[src/rtl/fetch_prefetch_queue.sv]
// Instruction prefetch queue between the CPU fetch stage and the memory instruction port.
// It prefetches sequential words ahead of the CPU, and a CPU address that misses the queue head redirects fetching.
module fetch_prefetch_queue #(
  parameter int          DEPTH    = 4,
  parameter logic [31:0] PF_LIMIT = 32'h0000_FFFC
) (
  input  logic        clk,
  input  logic        rst,
  input  logic [31:0] cpu_addr,
  input  logic        cpu_enable,
  output logic        cpu_valid,
  output logic [31:0] cpu_data,
  output logic [31:0] mem_addr,
  output logic        mem_enable,
  input  logic        mem_valid,
  input  logic [31:0] mem_data
);

  localparam int AW = $clog2(DEPTH);
  localparam int CW = AW + 1;

  typedef enum logic [1:0] {
    M_IDLE = 2'd0,
    M_BUSY = 2'd1,
    M_GAP  = 2'd2
  } mstate_t;

  logic [29:0]   r_q_addr [DEPTH];
  logic [31:0]   r_q_data [DEPTH];
  logic [AW-1:0] r_rd_ptr;
  logic [AW-1:0] r_wr_ptr;
  logic [CW-1:0] r_count;
  logic [31:0]   r_pf_addr;
  logic          r_discard;
  mstate_t       r_state;

  logic          w_cpu_req;
  logic          w_in_flight;
  logic          w_hit;
  logic          w_pending;
  logic          w_miss;
  logic          w_return;
  logic          w_push;
  logic [31:0]   w_next_pf;
  logic [CW-1:0] w_count_eff;
  logic          w_issue;
  logic          w_unused;

  // cpu_enable is stale while cpu_valid is high, so requests are only seen outside that cycle
  assign w_cpu_req   = cpu_enable & ~cpu_valid;
  assign w_in_flight = (r_state == M_BUSY);
  assign w_hit       = w_cpu_req && (r_count != '0) && (r_q_addr[r_rd_ptr] == cpu_addr[31:2]);
  assign w_pending   = w_cpu_req && (r_count == '0) && w_in_flight && !r_discard &&
                       (mem_addr[31:2] == cpu_addr[31:2]);
  assign w_miss      = w_cpu_req && !w_hit && !w_pending;
  assign w_return    = w_in_flight && mem_valid;
  // A flush in the same cycle as a returning word drops that word
  assign w_push      = w_return && !r_discard && !w_miss;
  assign w_next_pf   = w_miss ? {cpu_addr[31:2], 2'b00} : r_pf_addr;
  assign w_count_eff = w_miss ? '0 : r_count;
  assign w_issue     = (r_state == M_IDLE) && (w_count_eff < CW'(DEPTH)) &&
                       ((w_next_pf <= PF_LIMIT) ||
                        (w_cpu_req && (w_next_pf[31:2] == cpu_addr[31:2])));
  assign w_unused    = ^cpu_addr[1:0];

  always_ff @(posedge clk) begin
    if (w_push) begin
      r_q_addr[r_wr_ptr] <= mem_addr[31:2];
      r_q_data[r_wr_ptr] <= mem_data;
    end
  end

  always_ff @(posedge clk) begin
    if (rst) begin
      r_rd_ptr  <= '0;
      r_wr_ptr  <= '0;
      r_count   <= '0;
      cpu_valid <= 1'b0;
      cpu_data  <= 32'd0;
    end else begin
      cpu_valid <= w_hit;
      if (w_hit) begin
        cpu_data <= r_q_data[r_rd_ptr];
      end
      if (w_miss) begin
        r_rd_ptr <= '0;
        r_wr_ptr <= '0;
        r_count  <= '0;
      end else begin
        if (w_push) begin
          r_wr_ptr <= r_wr_ptr + AW'(1);
        end
        if (w_hit) begin
          r_rd_ptr <= r_rd_ptr + AW'(1);
        end
        r_count <= r_count + CW'(w_push) - CW'(w_hit);
      end
    end
  end

  always_ff @(posedge clk) begin
    if (rst) begin
      r_state    <= M_IDLE;
      mem_enable <= 1'b0;
      mem_addr   <= 32'd0;
      r_pf_addr  <= 32'd0;
      r_discard  <= 1'b0;
    end else begin
      // A word already returning this cycle is dropped directly, so it must not arm the flag
      if (w_miss && w_in_flight && !mem_valid) begin
        r_discard <= 1'b1;
      end else if (w_return) begin
        r_discard <= 1'b0;
      end
      if (w_issue) begin
        r_pf_addr <= w_next_pf + 32'd4;
      end else if (w_miss) begin
        r_pf_addr <= w_next_pf;
      end
      case (r_state)
        M_IDLE: begin
          if (w_issue) begin
            mem_addr   <= w_next_pf;
            mem_enable <= 1'b1;
            r_state    <= M_BUSY;
          end
        end
        M_BUSY: begin
          if (mem_valid) begin
            mem_enable <= 1'b0;
            r_state    <= M_GAP;
          end
        end
        M_GAP: begin
          r_state <= M_IDLE;
        end
        default: begin
          mem_enable <= 1'b0;
          r_state    <= M_IDLE;
        end
      endcase
    end
  end

endmodule

[config.mk]
export PLATFORM = sky130hd
export DESIGN_NAME = fetch_prefetch_queue
export DESIGN_NICKNAME = d
export VERILOG_FILES = /design/src/rtl/fetch_prefetch_queue.sv
export SDC_FILE = /design/constraint.sdc
export NUM_CORES = 1
export LEC_CHECK = 0
export ABC_AREA = 1
export CORE_MARGIN = 5
export CORE_UTILIZATION = 45
export CTS_BUF_LIST = sky130_fd_sc_hd__clkbuf_4
export CTS_CLUSTER_SIZE = 10
export DETAILED_ROUTE_END_ITERATION = 8
export PLACE_DENSITY = 0.67
export SLEW_MARGIN = 10
export SYNTH_ARGS = -nofsm -noshare
export SYNTH_HDL_FRONTEND = slang
export SYNTH_SLANG_ARGS = --single-unit
[constraint.sdc]
create_clock -name clk -period 6 [get_ports clk]
set_input_delay 1.2 -clock clk [delete_from_list [all_inputs] [get_ports clk]]
set_output_delay 1.2 -clock clk [all_outputs]
set_load 0.02 [all_outputs]
==> Yosys cells after proc, flatten, opt, wreduce, memory -nomap -nowiden <==
Memories as Yosys holds them, arrays and structs flattened. A register that Yosys moved wholly into a read port is not among the register bits.
Cells that the tools add are included.
{ "op_classes": {"eq_ne": 7, "bitwise": 3, "add_sub_neg": 5, "n_reduce_logical": 31, "magnitude_cmp": 2, "n_mux": 16} }
{ "ops": {"columns": ["operator", "count"], "rows": [
  ["$mux W32", 3],
  ["$eq A30 B30 Y1", 3],
  ["$add A32 B3 Y32 const B", 1],
  ["$le A32 B16 Y1 const B", 1],
  ["$logic_and A1 B1 Y1", 16],
  ["$mux W2", 4],
  ["$mux W1", 6],
  ["$logic_not A1 Y1", 5],
  ["$add A2 B1 Y2 const B", 2],
  ["$ne A2 B2 Y1 const B", 2],
  ["$pmux W2 S2", 1],
  ["$reduce_and A2 Y1", 2],
  ["$reduce_bool A2 Y1", 2],
  ["$add A3 B1 Y3", 1],
  ["$logic_not A3 Y1", 1],
  ["$lt A3 B3 Y1 const B", 1],
  ["$mux W3", 1],
  ["$pmux W1 S3", 1],
  ["$reduce_and A3 Y1", 1],
  ["$reduce_bool A3 Y1", 1],
  ["$sub A3 B1 Y3", 1],
  ["$eq A2 B1 Y1 const B", 1],
  ["$eq A2 B2 Y1 const B", 1],
  ["$logic_not A2 Y1", 1],
  ["4 further kinds", 5]
]} }
{ "word_totals": {"elab_cells": 75, "inputBits": 68, "memories": 2, "ram_bits": 248, "regBits": 76, "out_inout_bits": 66} }
{ "memory_table": {"columns": ["memory", "words", "word_bits", "rd", "rd_ports_with_merged_regs", "wr", "line_no", "source"], "rows": [
  ["r_q_data", 4, 32, 1, 1, 1, "29", "logic [31:0] r_q_data [DEPTH];"],
  ["r_q_addr", 4, 30, 1, 1, 1, "28", "logic [29:0] r_q_addr [DEPTH];"]
]} }

==> Depth between registers and ports, before layout <==
Gate-level depths: netlist of run 1.
{ "depth": {"word_depth": 15, "ltp_mapped": 30, "depth_no_buf": 26} }

==> Least setup slack after synthesis of run 1 <==
No wires, ideal clock.
{ "synth_timing": {"path_type": "in2reg", "start": "input cpu_enable", "end": "memory r_q_addr[0][0], enable pin", "slack_ns": -0.212, "setup_time_ns": 0.482, "arrival_ns": 5.729, "n_path_buf": 3, "cell_stages": 19, "required_time_ns": 5.518, "path_cell_list": "inv_1 > nor2_1 > inv_1 > nor2_1 > nand2_1 > nor2_1 > nand2_1 > nor2_1 > nand2_1 > inv_2 > nand2_4 > nand2_4 > buf_2 > buf_2 > buf_2 > inv_1 > nor3_1 > clkinv_1 > nor2_1"} }
{ "synth_via": {"elab_chain_cells": 11, "word_cells_on_any_way": 15, "cone_classes": "mux: 2; bitwise: 1; reduce/logical: 12"} }
{ "synth_lines": {"columns": ["element", "line_no", "source"], "rows": [
  ["start: declaration", "10", "input logic cpu_enable,"],
  ["$and A1 B1 Y1 (*)", "50", "assign w_cpu_req = cpu_enable & ~cpu_valid;"],
  ["$logic_and A1 B1 Y1 (4 in series)", "53", "assign w_pending = w_cpu_req && (r_count == '0) && w_in_flight && !r_discard &&"],
  ["$logic_not A1 Y1", "55", "assign w_miss = w_cpu_req && !w_hit && !w_pending;"],
  ["$logic_and A1 B1 Y1 (*)", "55", null],
  ["$logic_not A1 Y1 (*)", "58", "assign w_push = w_return && !r_discard && !w_miss;"],
  ["$logic_and A1 B1 Y1 (*)", "58", null],
  ["$mux W1 (*)", "67", "if (w_push) begin"],
  ["$mux W1 (not written as such) (*)", "68", "r_q_addr[r_wr_ptr] <= mem_addr[31:2];"],
  ["end: declaration", "28", null]
]} }
Every way passes the cells marked *; elsewhere a longest branch is shown, timed or not.

==> Worst setup path after layout of run 1 <==
{ "layout_timing": {"start": "input cpu_addr[6]", "end": "register mem_addr[20]"} }
{ "layout_via": {"elab_chain_cells": 11, "word_cells_on_any_way": 18, "cone_classes": "order compare: 2; eq/ne: 3; mux: 2; reduce/logical: 11"} }
{ "layout_lines": {"columns": ["element", "line_no", "source"], "rows": [
  ["start: declaration", "9", "input logic [31:0] cpu_addr,"],
  ["$eq A30 B30 Y1", "52", "assign w_hit = w_cpu_req && (r_count != '0) && (r_q_addr[r_rd_ptr] == cpu_addr[31:2]);"],
  ["$logic_and A1 B1 Y1", "52", null],
  ["$logic_not A1 Y1", "55", null],
  ["$logic_and A1 B1 Y1", "55", null],
  ["$logic_and A1 B1 Y1 (*)", "55", null],
  ["$mux W32 (*)", "59", "assign w_next_pf = w_miss ? {cpu_addr[31:2], 2'b00} : r_pf_addr;"],
  ["named net w_next_pf[3]", "44", "logic [31:0] w_next_pf;"],
  ["parallel branches: the longest is 2 deep, another holds $le A32 B16 Y1", null, null],
  ["$logic_or A1 B1 Y1 (*)", "62", "((w_next_pf <= PF_LIMIT) ||"],
  ["$logic_and A1 B1 Y1 (*)", "61", "assign w_issue = (r_state == M_IDLE) && (w_count_eff < CW'(DEPTH)) &&"],
  ["$reduce_and A2 Y1 (no line) (*)", null, null],
  ["end signal: assignment", "123", "mem_addr <= w_next_pf;"],
  ["end: declaration", "13", "output logic [31:0] mem_addr,"]
]} }
Mark *: on every way through the listed nets, which the timed path passes.
A chain may end at the register's enable or synchronous reset.

==> results of run 1 <==
==> cell families (layout without fill, tap and decap cells) <==
logic type / count (synthesis) / count (layout) / synth area share
AOI/OAI and AO/OA: 196 / 196 / 0.0680
xor gates and xnor gates: 25 / 25 / 0.0132
adders and majority gates: 8 / 8 / 0.00650
buffers and inverters: 206 / 446 / 0.0546
DFF: 358 / 358 / 0.583
other: 0 / 1 / 0
and+or+nand+nor: 1098 / 1098 / 0.275
==> critical path, delay by kind of cell <==
kind / cells / cell delay, ns
AOI/OAI and AO/OA: 3 / 0.40
adders and majority gates: 1 / 0.19
buffers and inverters: 4 / 1.23
and+or+nand+nor: 16 / 2.48
==> area by class of cell <==
type,instances,area share
Antenna cell,1,0.000128
Clock buffer,138,0.0530
Clock inverter,36,0.00940
Inverter,109,0.0210
Multi-Input combinational cell,1327,0.309
Sequential cell,358,0.493
Tap cell,468,0.0299
Timing Repair Buffer,163,0.0837
==> stage by stage <==
step                hold slack (ns)  total power (W)
floorplan                     0.446          0.00284
global placement              0.455          0.00297
detailed placement            0.462          0.00297
CTS                           0.474          0.00510
global route                  0.506          0.00526
finish                        0.470          0.00505
==> cells in the final DEF (no fill, tap or decap), types with 68 or more instances in the layout <==
cell type,netlist,routed
clkdlybuf4s50_1,0,130
a21oi_1,68,68
inv_1,104,102
edfxtp_1,248,248
nand3_1,258,258
o21ai_0,80,80
dfxtp_1,110,108
nor2_1,282,278
clkbuf_4,0,138
nand2_1,522,522
==> sequential cells by signal, indices dropped and copies added, names as in the netlist, named ones only <==
name	flops
r_rd_ptr	2
cpu_valid	1
mem_addr	32
r_discard	1
mem_enable	1
r_wr_ptr	2
r_state	2
cpu_data	32
r_pf_addr	32
r_q_addr	120
r_count	3
r_q_data	128
==> metal layers <==
layer / vias up / wire length (um) / GRT usage
li1: 6760 / - / -
met1: 6556 / 20100 / 0.299
met2: 568 / 23500 / 0.394
met3: 103 / 3880 / 0.0568
met4: 2 / 1560 / 0.0903
met5: - / 13 / 0
==> where the power goes <==
group          switching, W  leakage (nW)  internal [W]
clock network       0.00101         0.716       0.00111
logic              0.000186          3.50     0.0000995
registers        0.00000868          3.28       0.00263
==> how the worst max path moves through the flow <==
stage                 from                        end  slack (ns)  depth (start not counted)
3_5_place_dp   cpu_addr[6]  mem_addr[12]$_SDFFE_PP0P_        0.47                         24
4_1_cts        cpu_addr[6]  mem_addr[20]$_SDFFE_PP0P_        1.27                         24
3_3_place_gp   cpu_addr[6]   mem_addr[2]$_SDFFE_PP0P_        0.47                         24
6_report       cpu_addr[6]  mem_addr[20]$_SDFFE_PP0P_        1.11                         24
5_1_grt        cpu_addr[6]  mem_addr[20]$_SDFFE_PP0P_        0.83                         24
2_1_floorplan   cpu_enable   r_q_addr[0][0]$_DFFE_PP_       -0.21                         19
==> summary.md, run 1 <==
| Metric | Value |
|---|---|
| DP Area | around 0.018 mm2 |
| CP Max Fanout | 61 |
| RSZ-0062 raised after global routing | false |
| Via count | 14000 |
| DR DRC count | 0 |
| Clk_lat worst skew | about 0.8 ns |
| Post-synth top flop | edfxtp_1 |
| Highest clock rate | 205 MHz |
| Static Leakage | 7.50 nW |
| Required @ worst endpoint | roughly 6.7 ns |
| Die X | 202 um |
| Average cell area after synthesis | around 9 um2 |
| Cells taking the most area after synthesis | edfxtp_1, dfxtp_1, nand2_1 |
| Clk buf depth | 3 |
| Syn Nets | 1967 |
| Final net count | 2128 |
| Worst-Margin Slew | 1.09 ns |
| PortBufs | roughly 130 |
| Top cell by count, worst path | nand2_1 |
| Hold Path End | mem_enable$_SDFFE_PP0P_ |
| Setup violations, final | 0 |
| Setup TNS | 0 ns |
| Slowest CP cell | clkdlybuf4s50_1 |
| DR WL/cell | 18.9 um |
| Pwr/cell area | roughly 260 mW/mm2 |
| Tot GR Track Use | 0.236 |
| Post-synth ARST share | 0 |
| Slew Viols, Final | 0 |
| Peak VDD IR | 0.197 mV |
| Placer Congestion | 0.942 |
| Synthesized flop and latch total | 358 |
| Crit path capture type | flop |
| TritonCTS sink count | 358 |
| Reg area | roughly 0.0097 mm2 |
| R2r setup slk | between 1 and 1.5 ns |
| First-pass GRT wire length | between 70000 and 80000 um |
| Setup Skew | around 0.056 ns |
| WS Path Type | primary input to flop |
| Top cell type's share of synthesized area | 0.450 |
| Largest net degree at the start of global routing | between 60 and 70 |
| Pre-CTS setup slack | about 0.47 ns |
| Most common cell in the netlist | nand2_1 |
| Fin. Hold Viols | 0 |
| Synth Instances | 1891 |
| Initial Util | 0.454 |
| DR pass1 iterations | 8 |
| Post-CTS setup buffers | 0 |
| Area of the multi-input gates | slightly above 0.006 mm2 |
| Top cells by count, synth | nand2_1, nor2_1, nand3_1 |
| Top cell type by total area after synthesis | edfxtp_1 |
| Cell Rows | 70 |
| Share of cells above drive strength 1 | 0.0939 |
| CTS H-tree depth | 3 |
| Reg2reg path depth | 24 |
| Final WL | approximately 50000 um |
| ANT nets after route | 0 |
| Final Core Density | 0.537 |
| Total gr overflow | 0 |
| End of the worst register-to-register path | mem_addr[20]$_SDFFE_PP0P_ |
| Fin area | ~0.020 mm2 |
| Number of flops mapped to enable cells by yosys | approximately 250 |
| Clock slew at reported path FFs | approximately 0.060 ns |
| HP Class | flop to flop |
| Max-slew headroom | 0.274 |
| CTS buffer count | between 90 and 100 |
| Ports | roughly 130 |
| Crit share post-route | 0.815 |
| Yosys warning total | 0 |
| Vias in the first global route | 13500 |
| DIE HEIGHT | 202 um |
| # fillers | 3353 |
| Cells along the critical path | clkdlybuf4s50_1 -> inv_1 -> nand2_1 -> o21ai_1 -> nor2_1 -> nand2_1 -> nor3_1 -> nand3_1 -> nor2_1 -> nor2_2 -> nand2_4 -> buf_12 -> nand2_1 -> nand2_1 -> ha_1 -> nand3_1 -> nor2_2 -> nand4_1 -> nand2_1 -> o21ai_4 -> nand2_2 -> buf_12 -> nand2_1 -> a21oi_1 |
| Initial DRC Count | 1193 |
| Synth cell types | 36 |
| Hold depth | 2 |
| Hold Crit Start | mem_enable$_SDFFE_PP0P_ |
| Worst Setup Start Kind | primary input |
| Core ar. | approximately 0.036 mm2 |
| Max cap viols | 0 |
| DIE AREA | 0.0407 mm2 |
| Post-route setup slack | 1.11 ns |
| Antenna violations before repair | 2 |
| Layout Cells excl Fill | 2600 |
| Detailed placement HPWL | 32100 um |
| CP peak stage delay | 0.55 ns |
| Hold-fix buffers, CTS | 0 |
| Tmin final | 4.89 ns |
| DP Cell Count | ~2400 |
| Syn-to-layout area delta | 18.2% |
| CTS resizes | 0 |
| Mapped cell area | about 0.017 mm2 |
| Critical Path AT | 5.55 ns |
| Clock root cell | clkbuf_4 |
| CTS tree | done |
| Sequential fraction of the synthesis area | 0.583 |
| Detail-routed via count per cell | 5.38 |
| Status | finished clean |
(Power assumes the default switching activity.)
==> run 2, diff against run 1 <==
Clock period 6 ns to 4.36 ns, I/O delays scaled along.
==> run 2 against run 1 <==
Net effect:
- clock-buffer cell count rose by 11
- clock skew fell by 0.016 ns
- critical path depth fell by 2
- die area did not move
- combinational power rose by 77%
- register-to-register slack got worse by 1.0 ns
- highest routed layer is now met4
==> summary.md, run 2 (synthesis gave the netlist of run 1 again) <==
| Metric | Value |
|---|---|
| DIE HEIGHT | 202 um (unchanged) |
| Max-slew headroom | 0.273 (-0.000373) |
| Core ar. | 0.0364 mm2 (unchanged) |
| Most common cell after layout, fill and taps aside | nand2_1 |
| DR DRC count | 0 (unchanged) |
| DP Area | 0.0197 mm2 (+7.6%) |
| Detailed placement HPWL | 35200 um (+9.6%) |
| Clk_lat worst skew | 0.78 ns (about the same) |
| Clock slew at reported path FFs | 0.06 ns (about the same) |
| Highest-count cells in the layout ignoring fill and taps | nand2_1, nor2_1, nand3_1, edfxtp_1, buf_4 |
| Pwr/cell area | 341 mW/mm2 (+32%) |
| R2r setup slk | 0.34 ns (-1.02 ns) |
| Crit share post-route | 0.923 |
| CTS H-tree depth | 3 (unchanged) |
| Hold depth | 2 (unchanged) |
| Cell Rows | 70 (unchanged) |
| Slew Viols, Final | 0 (unchanged) |
| Initial DRC Count | 1109 (-7.0%) |
| Fin. Hold Viols | 0 (unchanged) |
| Critical Path AT | 4.72 ns (-0.83 ns) |
| Static Leakage | 8.41 nW (+12%) |
| DR pass1 iterations | 5 (-3) |
| Reg2reg path depth | 22 (-8.3%) |
| CP Max Fanout | 42 (-31%) |
| Highest clock rate | 249 MHz |
| Internal cell power | 0.00547 W (+43%) |
| Detail-routed via count per cell | 5.27 (-2.1%) |
| CTS tree | done |
| Final Core Density | 0.576 (+0.0395) |
| First-pass GRT wire length | 78500 um (+3.7%) |
| Status | finished clean |
| CTS resizes | 0 (unchanged) |
| Layout Cells excl Fill | 2766 (+6.4%) |
| PortBufs | 131 (unchanged) |
| Sw frac | 0.236 (-0.00348) |
| Ports | 134 (unchanged) |
| # fillers | 3262 (-2.7%) |
| Setup violations, final | 0 (unchanged) |
| Reg power frac | 0.508 (-0.015) |
| Setup Skew | 0.0395 ns (-0.0161 ns) |
| Antenna violations before repair | 1 (-1) |
| CTS buffer count | 92 (-1.1%) |
| Final WL | 50800 um (+3.6%) |
| Vias in the first global route | 14300 (+6.2%) |
| Hold-fix buffers, CTS | 0 (unchanged) |
| Clock Power Share | 0.422 (+0.002) |
| Die X | 202 um (unchanged) |
| Gate power share | 0.071 (+0.014) |
| Peak VDD IR | 0.264 mV (+34%) |
| Largest net degree at the start of global routing | 66 (-4.3%) |
| DR WL/cell | 18.4 um (-2.6%) |
| ANT nets after route | 0 (unchanged) |
| Max cap viols | 0 (unchanged) |
| Clk buf depth | 3 (unchanged) |
| DIE AREA | 0.0407 mm2 (unchanged) |
| Fin area | 0.0210 mm2 (+7.4%) |
| Post-CTS setup buffers | 0 (unchanged) |
| Worst-Margin Slew | 1.09 ns (+0.000560 ns) |
| Required @ worst endpoint | 5.05 ns (-1.62 ns) |
| TritonCTS sink count | 358 (unchanged) |
| DP Cell Count | 2595 (+7.0%) |
| Syn-to-layout area delta | 26.9% |
| Largest regs | r_q_data (128), r_q_addr (120) |
| Initial Util | 0.454 (unchanged) |
| Worst Setup Start Kind | flop |
| Via count | 14600 (+4.2%) |
| Share of cells above drive strength 1 | 0.166 (+0.0725) |
| End of the worst register-to-register path | r_count[2]$_SDFF_PP0_ |
| Switch Pwr | 0.00169 W (+40%) |
| Max reg flops | 128 (unchanged) |
| Clock root cell | clkbuf_4 |
| Total gr overflow | 0 (unchanged) |
| Crit path capture type | flop |
| Tmin final | 4.02 ns |
| Worst Setup EP | r_count[2]$_SDFF_PP0_ |
| RSZ-0062 raised after global routing | false |
| HP Class | flop to flop |
| Placer Congestion | 0.937 (-0.51%) |
| WS Path Type | flop to flop |
| Tot GR Track Use | 0.245 (+0.00925) |
| Most flop-heavy register | r_q_data |
| Final net count | 2297 (+7.9%) |
run 2: cell types whose count changed in the layout (fill, tap and decap cells not counted), sizes merged:
cell      previous run  this run
buf                 33       203
clkbuf             138       149
clkinvlp             2         0
clkinv              32        19
run 2: final cells by class:
type                       instances  area, um2  share of cell area
clock buffer                     149       1120              0.0533
sequential                       358       9650               0.460
multi-input combinational       1327       6050               0.288
clock inverter                    21        153             0.00727
inverter                         109        412              0.0196
tap                              468        586              0.0279
timing repair buffer             333       3030               0.144
antenna                            1       2.50            0.000119
run 2: how the worst min path moves through the flow:
| stage | to | start | slack, ns |
|---|---|---|---|
| CTS | mem_enable$_SDFFE_PP0P_ | mem_enable$_SDFFE_PP0P_ | 0.49 |
| detailed placement | mem_addr[0]$_SDFFE_PP0P_ | mem_addr[0]$_SDFFE_PP0P_ | 0.48 |
| global placement | mem_addr[0]$_SDFFE_PP0P_ | mem_addr[0]$_SDFFE_PP0P_ | 0.47 |
| global route | mem_enable$_SDFFE_PP0P_ | mem_enable$_SDFFE_PP0P_ | 0.52 |
| floorplan | r_pf_addr[1]$_SDFFE_PP0P_ | r_pf_addr[1]$_SDFFE_PP0P_ | 0.45 |
| finish | mem_addr[0]$_SDFFE_PP0P_ | mem_addr[0]$_SDFFE_PP0P_ | 0.48 |
run 2: worst max-delay path, cell delays in order (launching register included):
cell,delay [ns]
dfxtp_2,0.36
buf_4,0.42
nand2_1,0.10
nand3_1,0.12
nand3_1,0.08
nand2_1,0.14
nand2_1,0.07
nor2_1,0.14
nand2_1,0.10
nor2_2,0.25
nand2_4,0.12
nand2_4,0.09
inv_1,0.06
nor3_1,0.23
clkinv_1,0.15
ha_1,0.29
inv_1,0.06
ha_1,0.13
inv_1,0.05
fa_1,0.37
xnor2_1,0.14
or2_2,0.27
a21oi_1,0.15
run 2: power groups by stage:
stage | Sequential [W] | Clock (W) | Combinational (W)
final | 0.00363 | 0.00302 | 0.000505
after global routing | 0.00363 | 0.00328 | 0.000545
after CTS | 0.00363 | 0.00311 | 0.000500
after detailed placement | 0.00371 | 0 | 0.000497
after global placement | 0.00371 | 0 | 0.000493
after floorplan | 0.00371 | 0 | 0.000209
run 2: stage by stage:
stage | setup slack [ns] | TNS (ns) | hold slack [ns] | total power, W
detailed placement | -0.206 | -9.35 | 0.475 | 0.00420
finish | 0.337 | 0 | 0.484 | 0.00716
CTS | 0.302 | 0 | 0.490 | 0.00724
floorplan | -0.535 | -132.74 | 0.446 | 0.00391
global placement | -0.186 | -9.50 | 0.472 | 0.00420
global route | 0.0230 | 0 | 0.517 | 0.00746
run 2: routing by layer:
metal	vias to the layer above	part of all wire	GRT usage
li1	7085	-	-
met1	6836	0.40	0.308
met2	556	0.48	0.406
met3	96	0.073	0.0486
met4	0	0.047	0.122
met5	-	0	0
==> RTL edit 1 (settings of run 2) <==
Register the inputs `cpu_addr`, `cpu_enable`, `mem_valid` and `mem_data` before use. The logic sees them one clock later. Comments in the files are not updated.
--- a/src/rtl/fetch_prefetch_queue.sv
+++ b/src/rtl/fetch_prefetch_queue.sv
@@ -27,2 +27,14 @@
 
+  logic [31:0] cpu_addr_q;
+  logic cpu_enable_q;
+  logic mem_valid_q;
+  logic [31:0] mem_data_q;
+
+  always_ff @(posedge clk) begin
+    cpu_addr_q   <= cpu_addr;
+    cpu_enable_q <= cpu_enable;
+    mem_valid_q  <= mem_valid;
+    mem_data_q   <= mem_data;
+  end
+
   logic [29:0]   r_q_addr [DEPTH];
@@ -49,12 +61,12 @@
   // cpu_enable is stale while cpu_valid is high, so requests are only seen outside that cycle
-  assign w_cpu_req   = cpu_enable & ~cpu_valid;
+  assign w_cpu_req   = cpu_enable_q & ~cpu_valid;
   assign w_in_flight = (r_state == M_BUSY);
-  assign w_hit       = w_cpu_req && (r_count != '0) && (r_q_addr[r_rd_ptr] == cpu_addr[31:2]);
+  assign w_hit       = w_cpu_req && (r_count != '0) && (r_q_addr[r_rd_ptr] == cpu_addr_q[31:2]);
   assign w_pending   = w_cpu_req && (r_count == '0) && w_in_flight && !r_discard &&
-                       (mem_addr[31:2] == cpu_addr[31:2]);
+                       (mem_addr[31:2] == cpu_addr_q[31:2]);
   assign w_miss      = w_cpu_req && !w_hit && !w_pending;
-  assign w_return    = w_in_flight && mem_valid;
+  assign w_return    = w_in_flight && mem_valid_q;
   // A flush in the same cycle as a returning word drops that word
   assign w_push      = w_return && !r_discard && !w_miss;
-  assign w_next_pf   = w_miss ? {cpu_addr[31:2], 2'b00} : r_pf_addr;
+  assign w_next_pf   = w_miss ? {cpu_addr_q[31:2], 2'b00} : r_pf_addr;
   assign w_count_eff = w_miss ? '0 : r_count;
@@ -62,4 +74,4 @@
                        ((w_next_pf <= PF_LIMIT) ||
-                        (w_cpu_req && (w_next_pf[31:2] == cpu_addr[31:2])));
-  assign w_unused    = ^cpu_addr[1:0];
+                        (w_cpu_req && (w_next_pf[31:2] == cpu_addr_q[31:2])));
+  assign w_unused    = ^cpu_addr_q[1:0];
 
@@ -68,3 +80,3 @@
       r_q_addr[r_wr_ptr] <= mem_addr[31:2];
-      r_q_data[r_wr_ptr] <= mem_data;
+      r_q_data[r_wr_ptr] <= mem_data_q;
     end
@@ -109,3 +121,3 @@
       // A word already returning this cycle is dropped directly, so it must not arm the flag
-      if (w_miss && w_in_flight && !mem_valid) begin
+      if (w_miss && w_in_flight && !mem_valid_q) begin
         r_discard <= 1'b1;
@@ -128,3 +140,3 @@
         M_BUSY: begin
-          if (mem_valid) begin
+          if (mem_valid_q) begin
             mem_enable <= 1'b0;
Behaviour: not the same (a bounded check fails within 4 cycles, from zero or initial values and one cycle with rst high).
==> RTL edit 1 against run 2 <==
  * Cell count up 0.80%
  * Area after synthesis rose by 8.2%
  * Total power rose by 13%
  * Worst setup slack worse by 110 ps
  * Wire length up 4.5%
  * Highest routed layer is now met5
  * Sequential cell count up 64
  * Utilization shrank 3.3 points
  * Cell area increased by 2.3%
  * Critical path type unchanged
==> RTL edit 1: results (changes against run 2) <==
Run status
  • Status: complete, no violations (unchanged)

Yosys
  • Synthesized area per cell: 9.11 sq um (was 8.75 sq um)
  • Top post-synthesis cells by count: 521 x nand2_1, 274 x nor2_1, 255 x nand3_1 (was 522 x nand2_1, 282 x nor2_1, 258 x nand3_1)
  • Synth Area in Compound Gates: 6.30% (was 6.80%)
  • EDFF count, synth: 248 (unchanged)
  • Number of unique standard cell types used by synthesis: 38 (was 36)
  • Post-synth top flop: edfxtp_1 (unchanged)
  • Post-synthesis adder-cell area fraction: 0.600% (was 0.650%)
  • Register area share after synthesis: 61.0% (was 58.3%)
  • Synth Net Count: 2042 (was 1967)
  • Area contributors post-synth: edfxtp_1 42%, dfxtp_1 19%, nand2_1 11%, nand3_1 7.1%, nor2_1 5.7% (was edfxtp_1 45%, dfxtp_1 13%, nand2_1 12%, nand3_1 7.8%, nor2_1 6.4%)
  • Synth Area in XOR/XNOR: 1.42% (was 1.32%)

Final layout
  • Largest regs: r_q_data: 128 flops, r_q_addr: 120 flops (unchanged)
  • Fin nets: 2242 (was 2297)
  • Fin cells: 2788 (was 2766)
  • Filler instances: 3485 (was 3262)
  • Layout cells sized above 1: 11.5% (was 16.6%)

Placed design
  • Routability congestion estimate: 0.905 (was 0.937)
  • Dpl ws: 152 ps (was -206 ps)
  • Placed instance count: 2582 (was 2595)
  • HPWL Detailed: 34900 um (was 35200 um)

GRT
  • GR Util met1: 29.6% (was 30.8%)
  • Initial antenna violation count: 5 (was 1)
  • First-pass GRT wire length: 80700 um (was 78500 um)
  • Vias in the first global route: 14100 (was 14300)
  • Total GRT Usage: 23.6% (was 24.5%)
  • Met3 usage: 7.41% (was 4.86%)
  • Largest net degree at the start of global routing: 68 (was 66)
  • Grt met2 use: 38.8% (was 40.6%)

Routing
  • Wire length on met3: 4690 um (was 3700 um)
  • Via count: 14700 (was 14600)
  • Met2 routed WL: 25100 um (was 24200 um)
  • Mean routed wirelength per cell: 19.0 um (was 18.4 um)
  • First DRT Iteration DRCs: 1384 (was 1109)
  • Top routing layer used: met5 (was met4)
  • Wire length on met1: 21400 um (was 20500 um)

CTS
  • CTS Buf Count: 106 (was 92)
  • Reg clk slew, reported paths: 70 ps
  • Clock Tree Buf Depth: 3 (unchanged)
  • Later-pin clock latency in the skew report: 870 ps (was 780 ps)

Timing
  • Worst Tran Pin Value: 1130 ps (was 1090 ps)
  • Clk_skew: 41.2 ps (was 39.5 ps)

Setup path
  • CP max stage delay: 420 ps (about the same)
  • Slowest stage cell, crit path: dfxtp_4 (was buf_4)
  • CP delay by family, top: simple AND/OR/NAND/NOR gates (unchanged)
  • Data arrival, critical path: 4900 ps (was 4720 ps)
  • Crit Path Max Fanout: 33 (was 42)

Min path
  • Hold Crit Class: input port to flip-flop (was flip-flop to flip-flop)

Pwr
  • VDD IR max: 0.313 mV (was 0.264 mV)
  • Leakage: 8.40 nW (was 8.41 nW)
RTL edit 1: cell types whose count changed in the layout (fill, tap and decap cells not counted), sizes merged, moves of 10 or more:
cell    change
buf       -146
dfxtp      +64
clkbuf     +19
inv        +10
clkinv     +14
nor2       -10
RTL edit 1: layout make-up:
cell class                 instances  share of cell area [%]
inverter                         121                    2.16
multi-input combinational       1327                    28.3
antenna                            5                  0.0582
timing repair buffer             188                    8.94
tap                              525                    3.06
clock buffer                     167                    5.83
clock inverter                    33                   0.716
sequential                       422                    50.9
RTL edit 1: what timing repair did:
item	in CTS	in global routing
setup buffers	0	0
resized for setup	0	8
setup endpoints to repair	0	53
RTL edit 1: power breakdown:
group,leakage (nW),total (mW),internal (mW),switching (mW)
Clock,0.839,3.38,1.75,1.62
Sequential,3.69,4.29,4.24,0.0560
Combinational,3.87,0.382,0.149,0.233
Total,8.40,8.05,6.14,1.91
RTL edit 1: per-stage QoR:
| stage | area, sq um | hold WS (ps) | utilization, % |
|---|---|---|---|
| 2_1_floorplan | 17900 | 438 | - |
| 3_3_place_gp | 20000 | 445 | 50.6 |
| 3_5_place_dp | 20000 | 459 | 50.6 |
| 4_1_cts | 21400 | 357 | 54.2 |
| 5_1_grt | 21500 | 355 | 54.3 |
| 6_report | 21500 | 450 | 54.3 |
RTL edit 1: worst paths after layout:
check | start | end | slack, ps | cells after the start
worst min register to register | mem_data_q[4]$_DFF_P_ | r_q_data[1][4]$_DFFE_PP_ | 460 | 0
worst max-delay path | flip-flop | r_count[2]$_SDFF_PP0_ | 230 | 25
worst max register to register | flip-flop | r_count[2]$_SDFF_PP0_ | 230 | 25
worst min-delay path | mem_data[3] | mem_data_q[3]$_DFF_P_ | 450 | 1
==> RTL edit 2 (settings of run 2) <==
Made on the original files. Change the parameter `DEPTH` from 4 to 2.
--- a/src/rtl/fetch_prefetch_queue.sv
+++ b/src/rtl/fetch_prefetch_queue.sv
@@ -3,3 +3,3 @@
 module fetch_prefetch_queue #(
-  parameter int          DEPTH    = 4,
+  parameter int          DEPTH    = 2,
   parameter logic [31:0] PF_LIMIT = 32'h0000_FFFC
Formal check against the unedited RTL: no difference found for any inputs over 4 cycles, from zero or initial values and one cycle with rst high; that may be too few to reach the edited logic, so the function may still have changed.
==> RTL edit 2 against run 2 <==
  * Critical path depth increased by 2
  * Sequential cell count decreased by 128
  * Global-route usage increased by 0.47 points
  * Via count decreased by 23%
  * Combinational power decreased by 13%
  * Worst setup slack improved by 50 ps
  * Wire length decreased by 27%
  * Total power decreased by 36%
  * Area after synthesis decreased by 30%
  * Cell area decreased by 30%
==> RTL edit 2: results (changes against run 2) <==
Routing
  • Mean routed wirelength per cell: 17.4 um (was 18.4 um)
  • DRT Pass-1 Iters: 7 (was 5)
  • Via/cell ratio: 5.23 (was 5.27)
  • First DRT Iteration DRCs: 1105 (was 1109)

Placed design
  • Placed instance count: 2022 (was 2595)
  • Routability congestion estimate: 0.947 (was 0.937)
  • Dpl cell area: 13900 sq um (was 19700 sq um)

Timing
  • Clk_skew: 46.6 ps (was 39.5 ps)

Run status
  • Status: complete, no violations (unchanged)

Final layout
  • Largest regs: r_q_data: 64 flops, r_q_addr: 60 flops (was r_q_data: 128 flops, r_q_addr: 120 flops)
  • Fin nets: 1824 (was 2297)
  • Filler instances: 2356 (was 3262)
  • Fin cells: 2135 (was 2766)
  • Layout cells sized above 1: 12.8% (was 16.6%)

Min path
  • Hold wc startpoint: r_pf_addr[0]$_SDFFE_PP0P_ (was mem_addr[0]$_SDFFE_PP0P_)
  • Hold Path End: r_pf_addr[0]$_SDFFE_PP0P_ (was mem_addr[0]$_SDFFE_PP0P_)

Yosys
  • EDFF count, synth: 124 (was 248)
  • Number of unique standard cell types used by synthesis: 32 (was 36)
  • Area contributors post-synth: edfxtp_1 32%, dfxtp_1 18%, nand2_1 18%, nand3_1 8.4%, nor2_1 5.0% (was edfxtp_1 45%, dfxtp_1 13%, nand2_1 12%, nand3_1 7.8%, nor2_1 6.4%)
  • Synthesized area per cell: 7.64 sq um (was 8.75 sq um)
  • Synth Net Count: 1592 (was 1967)
  • Top post-synthesis cells by count: 558 x nand2_1, 194 x nand3_1, 154 x nor2_1 (was 522 x nand2_1, 282 x nor2_1, 258 x nand3_1)
  • Register area share after synthesis: 50.3% (was 58.3%)

GRT
  • First-pass GRT wire length: 56600 um (was 78500 um)
  • Vias in the first global route: 10400 (was 14300)
  • Initial antenna violation count: 3 (was 1)

Setup path
  • Crit Path Max Fanout: 43 (was 42)
  • Data arrival, critical path: 4570 ps (was 4720 ps)
  • R2R depth: 24 (was 22)
  • Worst setup path endpoint: mem_addr[28]$_SDFFE_PP0P_ (was r_count[2]$_SDFF_PP0_)

Pwr
  • Leakage: 6.10 nW (was 8.41 nW)

CTS
  • H-tree Lvls: 2 (was 3)
  • CTS Buf Count: 59 (was 92)
-- RTL edit 2: kinds of logic (layout without fill, tap and decap cells) --
logic type,count (synthesis),in the layout,share of synthesized area [%]
buffers and inverters,197,480,7.59
XOR/XNOR,23,23,1.73
AO/OA/AOI/OAI,126,126,6.61
AND/OR/NAND/NOR,942,942,33.4
adder cells (fa/ha/maj),3,3,0.323
other,0,1,0
flip-flops,230,230,50.3
-- RTL edit 2: worst reg2reg max path, delay by kind of cell (launching register included) --
kind,cells,cell delay (ps)
buffers and inverters,4,930
DFF,1,650
and+or+nand+nor,18,2020
AOI/OAI and AO/OA,2,280
-- RTL edit 2: metal layers --
metal	up-vias	track usage, %	wire length (um)
met5	-	0	32
met4	4	8.06	911
met3	67	5.91	3410
met2	484	41.2	17600
met1	5140	32.6	15100
li1	5471	-	-
-- RTL edit 2: through the flow --
stage	hold WS, ps	setup slack [ps]
3_5_place_dp	465	13.9
3_3_place_gp	462	51.8
5_1_grt	496	36.0
4_1_cts	477	435
6_report	469	387
2_1_floorplan	445	99.1
-- RTL edit 2: power breakdown --
part           switching [mW]  internal, mW  total [mW]
Sequential             0.0138          2.28        2.30
Clock                   0.901         0.939        1.84
Combinational           0.256         0.186       0.441
-- RTL edit 2: final cells by class --
cell class	instances	area [sq um]	area share, %
diodes	1	2.50	0.0170
clock inverters	24	113	0.765
repair buffers	242	2280	15.5
well taps	330	413	2.81
inverters	126	475	3.23
multi-input cells	1094	4920	33.5
clock buffers	88	661	4.49
flip-flops and latches	230	5850	39.7
